File: config.mk
export PLATFORM = sky130hd
export DESIGN_NAME = tblink_rpc_ep_mc_flat
export DESIGN_NICKNAME = d
export VERILOG_FILES = /design/src/rtl/tblink_rpc_ep_mc_if.sv /design/src/rtl/tblink_rpc_ep_mc.sv /design/src/flat_wrapper.sv
export SDC_FILE = /design/constraint.sdc
export NUM_CORES = 1
export LEC_CHECK = 0
export ABC_AREA = 0
export CORE_MARGIN = 3
export CORE_UTILIZATION = 49
export DETAILED_ROUTE_END_ITERATION = 10
export PLACE_DENSITY = 0.89
export SYNTH_ARGS = -nofsm -noshare
export SYNTH_HDL_FRONTEND = slang
export SYNTH_SLANG_ARGS = --single-unit
File: constraint.sdc
create_clock -name uclock -period 3.7 [get_ports uclock]
set_input_delay 0.74 -clock uclock [delete_from_list [all_inputs] [get_ports uclock]]
set_output_delay 0.74 -clock uclock [all_outputs]
set_load 0.05 [all_outputs]
File: src/rtl/tblink_rpc_ep_mc_if.sv
// Ring and local-channel handshake bundle for the multi-channel tblink RPC endpoint.
// The slave modport is the endpoint's view; master is the surrounding fabric's view.
interface tblink_rpc_ep_mc_if #(
    parameter int WIDTH = 8,
    parameter int NCHAN = 2
);
    logic [WIDTH-1:0]       neti_dat;
    logic                   neti_valid;
    logic                   neti_ready;
    logic [WIDTH-1:0]       neto_dat;
    logic                   neto_valid;
    logic                   neto_ready;
    logic [NCHAN*WIDTH-1:0] tipi_dat;
    logic [NCHAN-1:0]       tipi_valid;
    logic [NCHAN-1:0]       tipi_ready;
    logic [NCHAN*WIDTH-1:0] tipo_dat;
    logic [NCHAN-1:0]       tipo_valid;
    logic [NCHAN-1:0]       tipo_ready;

    modport slave (
        input  neti_dat, neti_valid, output neti_ready,
        output neto_dat, neto_valid, input  neto_ready,
        input  tipi_dat, tipi_valid, output tipi_ready,
        output tipo_dat, tipo_valid, input  tipo_ready
    );

    modport master (
        output neti_dat, neti_valid, input  neti_ready,
        input  neto_dat, neto_valid, output neto_ready,
        output tipi_dat, tipi_valid, input  tipi_ready,
        input  tipo_dat, tipo_valid, output tipo_ready
    );
endinterface

File: src/rtl/tblink_rpc_ep_mc.sv
// Multi-channel tblink ring endpoint: routes ring packets to local channels or a
// pass-through FIFO, and injects FIFO/local packets onto the ring with locked round-robin.
//
// state   | meaning
// P_HDR   | next beat is a header (destination in dat[7:0])
// P_LEN   | next beat is the length N; N=0 ends the packet
// P_BODY  | payload beats; cnt holds beats remaining
// A_IDLE  | no source owns neto; arbitrate this cycle
// A_GRANT | grant_q owns neto until its final beat is accepted
module tblink_rpc_ep_mc #(
    parameter int WIDTH      = 8,
    parameter int NCHAN      = 2,
    parameter int BASE_ADDR  = 1,
    parameter int FIFO_DEPTH = 4
) (
    input  logic uclock,
    input  logic reset,
    input  logic hreq_i,
    output logic hreq_o,
    tblink_rpc_ep_mc_if.slave ep
);
    localparam int CW = (NCHAN > 1) ? $clog2(NCHAN) : 1;
    localparam int SW = $clog2(NCHAN + 1);
    localparam int AW = $clog2(FIFO_DEPTH);

    typedef enum logic [1:0] {P_HDR, P_LEN, P_BODY} pstate_e;
    typedef enum logic {A_IDLE, A_GRANT} astate_e;

    pstate_e        rx_state_q, rx_state_d, tx_state_q, tx_state_d;
    logic [7:0]     rx_cnt_q, rx_cnt_d, tx_cnt_q, tx_cnt_d;
    logic           rx_local_q, rx_local_d;
    logic [CW-1:0]  rx_ch_q, rx_ch_d;
    astate_e        arb_q, arb_d;
    logic [SW-1:0]  grant_q, grant_d, last_q, last_d;
    logic [AW:0]    wr_ptr_q, wr_ptr_d, rd_ptr_q, rd_ptr_d;
    logic           hreq_q, hreq_d;
    logic [WIDTH-1:0] fifo_mem_q [FIFO_DEPTH];

    logic [7:0]       rx_off;
    logic             rx_local, rx_acc, fifo_full, fifo_empty, fifo_push, fifo_pop;
    logic [CW-1:0]    rx_ch;
    logic [NCHAN:0]   src_valid;
    logic [SW-1:0]    pick, cur_src;
    logic [SW:0]      idx;
    logic             pick_vld, tx_active, tx_acc, tx_last;
    logic [WIDTH-1:0] tx_dat, fifo_head;

    assign fifo_empty = (wr_ptr_q == rd_ptr_q);
    assign fifo_full  = (wr_ptr_q[AW] != rd_ptr_q[AW]) && (wr_ptr_q[AW-1:0] == rd_ptr_q[AW-1:0]);
    assign fifo_head  = fifo_mem_q[rd_ptr_q[AW-1:0]];
    assign src_valid  = {!fifo_empty, ep.tipi_valid};
    assign rx_off     = ep.neti_dat[7:0] - 8'(BASE_ADDR);

    // Header beats route from the live destination; later beats follow the latched route.
    always_comb begin
        rx_local = rx_local_q;
        rx_ch    = rx_ch_q;
        if (rx_state_q == P_HDR) begin
            rx_local = (rx_off < 8'(NCHAN));
            rx_ch    = rx_off[CW-1:0];
        end
    end

    always_comb begin
        pick     = last_q;
        pick_vld = 1'b0;
        idx      = '0;
        for (int i = NCHAN + 1; i >= 1; i--) begin
            idx = {1'b0, last_q} + (SW+1)'(i);
            if (idx > (SW+1)'(NCHAN)) idx = idx - (SW+1)'(NCHAN + 1);
            if (src_valid[idx[SW-1:0]]) begin
                pick     = idx[SW-1:0];
                pick_vld = 1'b1;
            end
        end
    end

    assign cur_src   = (arb_q == A_GRANT) ? grant_q : pick;
    assign tx_active = (arb_q == A_GRANT) || pick_vld;

    always_comb begin
        tx_dat = fifo_head;
        for (int c = 0; c < NCHAN; c++)
            if (cur_src == SW'(c)) tx_dat = ep.tipi_dat[c*WIDTH +: WIDTH];
    end

    // Outputs are gated by reset so they drop asynchronously even though inputs may be live.
    assign ep.neto_valid = reset && tx_active && src_valid[cur_src];
    assign ep.neto_dat   = ep.neto_valid ? tx_dat : '0;
    assign tx_acc        = ep.neto_valid && ep.neto_ready;
    assign fifo_pop      = tx_acc && (cur_src == SW'(NCHAN));
    assign ep.neti_ready = reset && (rx_local ? ep.tipo_ready[rx_ch] : (!fifo_full || fifo_pop));
    assign rx_acc        = ep.neti_valid && ep.neti_ready;
    assign fifo_push     = rx_acc && !rx_local;
    assign hreq_o        = hreq_q;

    always_comb begin
        ep.tipi_ready = '0;
        ep.tipo_valid = '0;
        ep.tipo_dat   = '0;
        for (int c = 0; c < NCHAN; c++) begin
            ep.tipi_ready[c] = reset && tx_active && (cur_src == SW'(c)) && ep.neto_ready;
            ep.tipo_valid[c] = reset && ep.neti_valid && rx_local && (rx_ch == CW'(c));
            if (ep.tipo_valid[c]) ep.tipo_dat[c*WIDTH +: WIDTH] = ep.neti_dat;
        end
    end

    always_comb begin
        rx_state_d = rx_state_q;
        rx_cnt_d   = rx_cnt_q;
        rx_local_d = rx_local_q;
        rx_ch_d    = rx_ch_q;
        if (rx_acc) begin
            case (rx_state_q)
                P_HDR: begin
                    rx_state_d = P_LEN;
                    rx_local_d = rx_local;
                    rx_ch_d    = rx_ch;
                end
                P_LEN: begin
                    rx_cnt_d   = ep.neti_dat[7:0];
                    rx_state_d = (ep.neti_dat[7:0] == 8'd0) ? P_HDR : P_BODY;
                end
                default: begin
                    rx_cnt_d   = rx_cnt_q - 8'd1;
                    rx_state_d = (rx_cnt_q == 8'd1) ? P_HDR : P_BODY;
                end
            endcase
        end
    end

    assign tx_last = tx_acc && (((tx_state_q == P_LEN) && (tx_dat[7:0] == 8'd0)) ||
                                ((tx_state_q == P_BODY) && (tx_cnt_q == 8'd1)));

    always_comb begin
        tx_state_d = tx_state_q;
        tx_cnt_d   = tx_cnt_q;
        if (tx_acc) begin
            case (tx_state_q)
                P_HDR:   tx_state_d = P_LEN;
                P_LEN: begin
                    tx_cnt_d   = tx_dat[7:0];
                    tx_state_d = (tx_dat[7:0] == 8'd0) ? P_HDR : P_BODY;
                end
                default: begin
                    tx_cnt_d   = tx_cnt_q - 8'd1;
                    tx_state_d = (tx_cnt_q == 8'd1) ? P_HDR : P_BODY;
                end
            endcase
        end
    end

    // The grant is taken as soon as a beat is presented so neto stays stable while stalled.
    always_comb begin
        arb_d   = arb_q;
        grant_d = grant_q;
        last_d  = last_q;
        if (arb_q == A_IDLE) begin
            if (pick_vld) begin
                arb_d   = A_GRANT;
                grant_d = pick;
                last_d  = pick;
            end
        end else if (tx_last) begin
            arb_d = A_IDLE;
        end
    end

    always_comb begin
        wr_ptr_d = wr_ptr_q + (fifo_push ? (AW+1)'(1) : '0);
        rd_ptr_d = rd_ptr_q + (fifo_pop  ? (AW+1)'(1) : '0);
        hreq_d   = hreq_i | (|ep.tipi_valid);
    end

    always_ff @(posedge uclock) begin
        if (fifo_push) fifo_mem_q[wr_ptr_q[AW-1:0]] <= ep.neti_dat;
    end

    always_ff @(posedge uclock or negedge reset) begin
        if (!reset) begin
            rx_state_q <= P_HDR;
            rx_cnt_q   <= '0;
            rx_local_q <= 1'b0;
            rx_ch_q    <= '0;
            tx_state_q <= P_HDR;
            tx_cnt_q   <= '0;
            arb_q      <= A_IDLE;
            grant_q    <= '0;
            last_q     <= SW'(NCHAN);
            wr_ptr_q   <= '0;
            rd_ptr_q   <= '0;
            hreq_q     <= 1'b0;
        end else begin
            rx_state_q <= rx_state_d;
            rx_cnt_q   <= rx_cnt_d;
            rx_local_q <= rx_local_d;
            rx_ch_q    <= rx_ch_d;
            tx_state_q <= tx_state_d;
            tx_cnt_q   <= tx_cnt_d;
            arb_q      <= arb_d;
            grant_q    <= grant_d;
            last_q     <= last_d;
            wr_ptr_q   <= wr_ptr_d;
            rd_ptr_q   <= rd_ptr_d;
            hreq_q     <= hreq_d;
        end
    end
endmodule

File: src/flat_wrapper.sv
// flat-port wrapper written by rule: the top's interface ports become plain ports
module tblink_rpc_ep_mc_flat 
#(
    parameter int WIDTH      = 8,
    parameter int NCHAN      = 2,
    parameter int BASE_ADDR  = 1,
    parameter int FIFO_DEPTH = 4
)
  (uclock, reset, hreq_i, hreq_o, ep_neti_dat, ep_neti_valid, ep_neti_ready, ep_neto_dat, ep_neto_valid, ep_neto_ready, ep_tipi_dat, ep_tipi_valid, ep_tipi_ready, ep_tipo_dat, ep_tipo_valid, ep_tipo_ready);
  tblink_rpc_ep_mc_if #(.WIDTH(WIDTH), .NCHAN(NCHAN)) ep_i ();
  input  logic uclock;
  input  logic reset;
  input  logic hreq_i;
  output logic hreq_o;
  input wire logic [$bits(ep_i.neti_dat)-1:0] ep_neti_dat;
  input wire logic [$bits(ep_i.neti_valid)-1:0] ep_neti_valid;
  output wire logic [$bits(ep_i.neti_ready)-1:0] ep_neti_ready;
  output wire logic [$bits(ep_i.neto_dat)-1:0] ep_neto_dat;
  output wire logic [$bits(ep_i.neto_valid)-1:0] ep_neto_valid;
  input wire logic [$bits(ep_i.neto_ready)-1:0] ep_neto_ready;
  input wire logic [$bits(ep_i.tipi_dat)-1:0] ep_tipi_dat;
  input wire logic [$bits(ep_i.tipi_valid)-1:0] ep_tipi_valid;
  output wire logic [$bits(ep_i.tipi_ready)-1:0] ep_tipi_ready;
  output wire logic [$bits(ep_i.tipo_dat)-1:0] ep_tipo_dat;
  output wire logic [$bits(ep_i.tipo_valid)-1:0] ep_tipo_valid;
  input wire logic [$bits(ep_i.tipo_ready)-1:0] ep_tipo_ready;
  assign ep_i.neti_dat = ep_neti_dat;
  assign ep_i.neti_valid = ep_neti_valid;
  assign ep_neti_ready = ep_i.neti_ready;
  assign ep_neto_dat = ep_i.neto_dat;
  assign ep_neto_valid = ep_i.neto_valid;
  assign ep_i.neto_ready = ep_neto_ready;
  assign ep_i.tipi_dat = ep_tipi_dat;
  assign ep_i.tipi_valid = ep_tipi_valid;
  assign ep_tipi_ready = ep_i.tipi_ready;
  assign ep_tipo_dat = ep_i.tipo_dat;
  assign ep_tipo_valid = ep_i.tipo_valid;
  assign ep_i.tipo_ready = ep_tipo_ready;
  tblink_rpc_ep_mc #(.WIDTH(WIDTH), .NCHAN(NCHAN), .BASE_ADDR(BASE_ADDR), .FIFO_DEPTH(FIFO_DEPTH)) u_core (.uclock(uclock), .reset(reset), .hreq_i(hreq_i), .hreq_o(hreq_o), .ep(ep_i));
endmodule
==> key figures <==
Status
  – Status: complete, but fails checks
  – Failing checks: negative setup slack

Clocking
  – Clock Tree Buf Depth: 2
  – CTS tree: yes
  – Hold Buf Count CTS: 0
  – H-Tree Depth: 3
  – Clock Latency Late Sink: between 0.3 and 0.4 ns
  – Clk slew on worst S/H paths: approximately 0.09 ns
  – Clock sinks: 65
  – CTS buffer count: 9
  – Clock root buffer: clkbuf_8

Floorplan
  – Die H: between 90 and 100 um
  – Rows: 32
  – Die Width: 97.9 um
  – Die area: ~9600 um^2
  – Initial core utilization: 0.519
  – Core area: about 8000 um^2
  – IO Count: 64

Pwr
  – Logic pwr share: 0.580
  – Net switching power figure: 1800 uW
  – Seq pwr share: 0.271
  – Switch share: 0.428
  – Cell Int Power: 2410 uW
  – Total power: 4210 uW
  – Maximum vdd drop: 0.319 mV
  – Pleak: approximately 0.0025 uW
  – Pwr Density: 674 nW/um^2
  – Clock power frac: 0.149

Global route
  – Grt total ovfl: 0
  – Vias in the first global route: 3994
  – Initial antenna violation count: 0
  – Global-route wire length before repair: 19900 um
  – GRT Util Overall: 0.255
  – Largest net degree at the start of global routing: 23

Final layout
  – Finished Cell Area: 6250 um^2
  – Diodes inserted: 0
  – Share of cells above drive strength 1: 0.354
  – Non-Filler Instances: 656
  – Area grow syn2layout: 51.0%
  – Final net count: a little under 600

Routing
  – Detail Route Antenna Nets: 0
  – Drc violations: 0
  – Final WL: 12900 um
  – DRT iter0 DRCs: roughly 390
  – Router iterations before antenna repair: 7
  – Vias: 4166
  – Vias per inst: 6.35
  – Wire per inst: 19.7 um

Logic synthesis
  – Ys async rst share: 0.508
  – Syn avg cell area: 10.1 um^2
  – Share of the synthesized area in the top cell type: 0.232
  – Main synth FF type: edfxtp_1
  – Mapped Area: just over 4000 um^2
  – Post-synth EDFFs: 32
  – Post-synthesis register bit count: 65
  – Count leader, synth: nor2_1
  – Area leader, netlist: edfxtp_1
  – Synth area leaders: edfxtp_1 23%, dfrtp_1 19%, mux4_2 4.4%, ha_1 4.2%, o21ai_0 3.9%
  – Syn. warnings: 0
  – Synth cell types: 67
  – Post-synth top cells: 34 x nor2_1, 32 x dfrtp_1, 32 x edfxtp_1, 32 x o21ai_0, 25 x nand2_1
  – Gate count after technology mapping: 410
  – Synth Net Count: 457
  – Seq/Total Area, Yosys: 0.432

Placed design
  – RePlAce Congestion: just over 0.9
  – Port bufs: 63
  – Dpl cell area: 5750 um^2
  – HPWL after DPL: 8720 um
  – Pre-CTS setup slack: -0.307 ns
  – Dpl cells: 627

Setup path
  – Crit-path max cell delay: roughly 0.57 ns
  – Crit path top cell by count: buf_12
  – Worst setup SP type: flop
  – Critical path arrival: 3.47 ns
  – Bufs and invs on worst path: 4
  – R2r endpoint: u_core.fifo_mem_q[1][1]$_DFFE_PP_
  – Crit. End Element: primary output
  – WS Path Type: reg2out
  – R2R setup slack: 0.01 ns
  – CP max stage cell: dfstp_2
  – CP max FO: 6
  – Critical path data required time: just under 3 ns
  – Reg2reg start: u_core.last_q[1]$_DFFE_PN1P_
  – CP Cell Sequence: inv_4, ha_4, or3b_4, a32oi_2, o2111ai_2, a21oi_4, nor3b_4, o31ai_4, nand4_1, buf_6, buf_12, nor2b_4, buf_12
  – Crit path max-delay family: compound AO/OA/AOI/OAI gates
  – Reg2Reg Depth: 14

STA
  – Worst-margin pin slew: 0.846 ns
  – Final period util: 1.14
  – RSZ-0062 raised after global routing: true
  – # setup viols final: 26
  – Fmax: roughly 240 MHz
  – Setup WS post-layout: -0.514 ns
  – Worst clock skew: ~0.013 ns
  – Final Hold Vio Count: 0
  – Minimum clock period: about 4.2 ns
  – Slew Limit Headroom: 0.434
  – Pins Over Slew Limit: 0

Hold path
  – Beginning of the worst hold path: u_core.rx_cnt_q[6]$_DFFE_PN0P_
  – Hold/Removal Path Class: reg2reg
  – Cells on Worst Hold Path: 2
  – Worst Hold Path EP: u_core.rx_cnt_q[6]$_DFFE_PN0P_

Job
  – Max-Cap Viols: 0
sequential cells by signal (all words and copies together), names as in the netlist, 2 cells and up:
register           count
u_core.wr_ptr_q        3
u_core.last_q          2
u_core.rd_ptr_q        3
u_core.rx_state_q      2
u_core.fifo_mem_q     32
u_core.tx_state_q      2
u_core.tx_cnt_q        8
u_core.rx_cnt_q        8
worst max path at each step:
stage | slack [ns] | to | cells past startpoint | from
5_1_grt | -0.58 | ep_neto_dat[4] | 13 | u_core.last_q[1]$_DFFE_PN1P_
6_report | -0.51 | ep_neto_dat[4] | 13 | u_core.last_q[1]$_DFFE_PN1P_
4_1_cts | -0.31 | ep_neto_dat[4] | 14 | u_core.last_q[1]$_DFFE_PN1P_
3_3_place_gp | -0.19 | ep_neto_dat[1] | 12 | ep_tipi_valid[0]
3_5_place_dp | -0.31 | ep_neto_dat[3] | 12 | ep_tipi_valid[0]
2_1_floorplan | -0.51 | ep_neto_dat[3] | 13 | u_core.last_q[0]$_DFFE_PN0P_
logic make-up (layout without fill, tap and decap cells):
group / count (synthesis) / count (layout) / synth area share
DFF: 65 / 65 / 0.432
muxes: 22 / 22 / 0.0786
AOI/OAI and AO/OA: 109 / 109 / 0.183
xor gates and xnor gates: 9 / 9 / 0.0191
adders and majority gates: 14 / 14 / 0.0423
buffers and inverters: 34 / 178 / 0.0360
and+or+nand+nor: 157 / 157 / 0.209
metal layers:
metal | track usage | wire length, um | up-vias
li1 | - | - | 1846
met1 | 0.307 | 4790 | 1979
met2 | 0.441 | 6370 | 280
met3 | 0.0714 | 1330 | 61
met4 | 0.0852 | 463 | 0
met5 | 0 | 0 | -
area by class of cell:
class                   instances  area, um^2
multi-input cells             311        2470
flip-flops and latches         65        1790
fillers                       445        1720
repair buffers                144        1590
well taps                     102         128
clock buffers                   9         124
clock inverters                 7        77.6
inverters                      18        72.6
metrics by stage:
step                      utilization  TNS, ns  hold slack (ns)
after CTS                       0.763    -3.99            0.515
after global routing            0.784   -11.31            0.540
after floorplan                     -    -4.49            0.444
after detailed placement        0.722    -6.47            0.493
after global placement          0.722    -2.09            0.481
final                           0.784    -5.99            0.525
tightest hold or removal path: cells and delay by family, from the launching register on:
| kind | cells | cell delay (ns) |
|---|---|---|
| AOI/OAI and AO/OA | 2 | 0.15 |
| DFF | 1 | 0.34 |
cell usage in the layout, fill, tap and decap left out, types with 5 or more instances in the layout:
cell type        Yosys  routed
nand3_1              9       7
edfxtp_1            32      32
o311ai_0             5       5
a211oi_1             7       5
nand2_1             25      25
and2_1              15      15
buf_6                2       9
nor3_1              12      11
nor4_1               7       6
mux2i_1             10       9
nand4_1             10      10
and3_1               9       8
ha_1                14      12
dfrtp_1             32      31
buf_4                0      71
nor2_4               0       6
xor2_1               6       6
nor2_1              34      26
o21ai_0             32      32
a311oi_1             5       5
clkbuf_8             0       9
clkdlybuf4s50_1      0      33
nand2b_1             8       7
a21oi_1             18      15
buf_12               0      30
inv_1               18      15
mux4_2               8       8
power by group through the flow:
stage	Clock, uW	Sequential [uW]	Combinational (uW)
after floorplan	0	1110	1350
after global placement	0	1120	2020
after detailed placement	0	1140	2110
after CTS	630	1130	2230
after global routing	674	1160	2600
final	626	1140	2440
what timing repair did:
item / CTS / global route
pin swaps: 7 / 14
resized for setup: 21 / 24
buffers inserted: 5 / 7
gates cloned: 0 / 1
endpoints found under the setup margin: 30 / 70
Power figures use the tool's default switching activity.
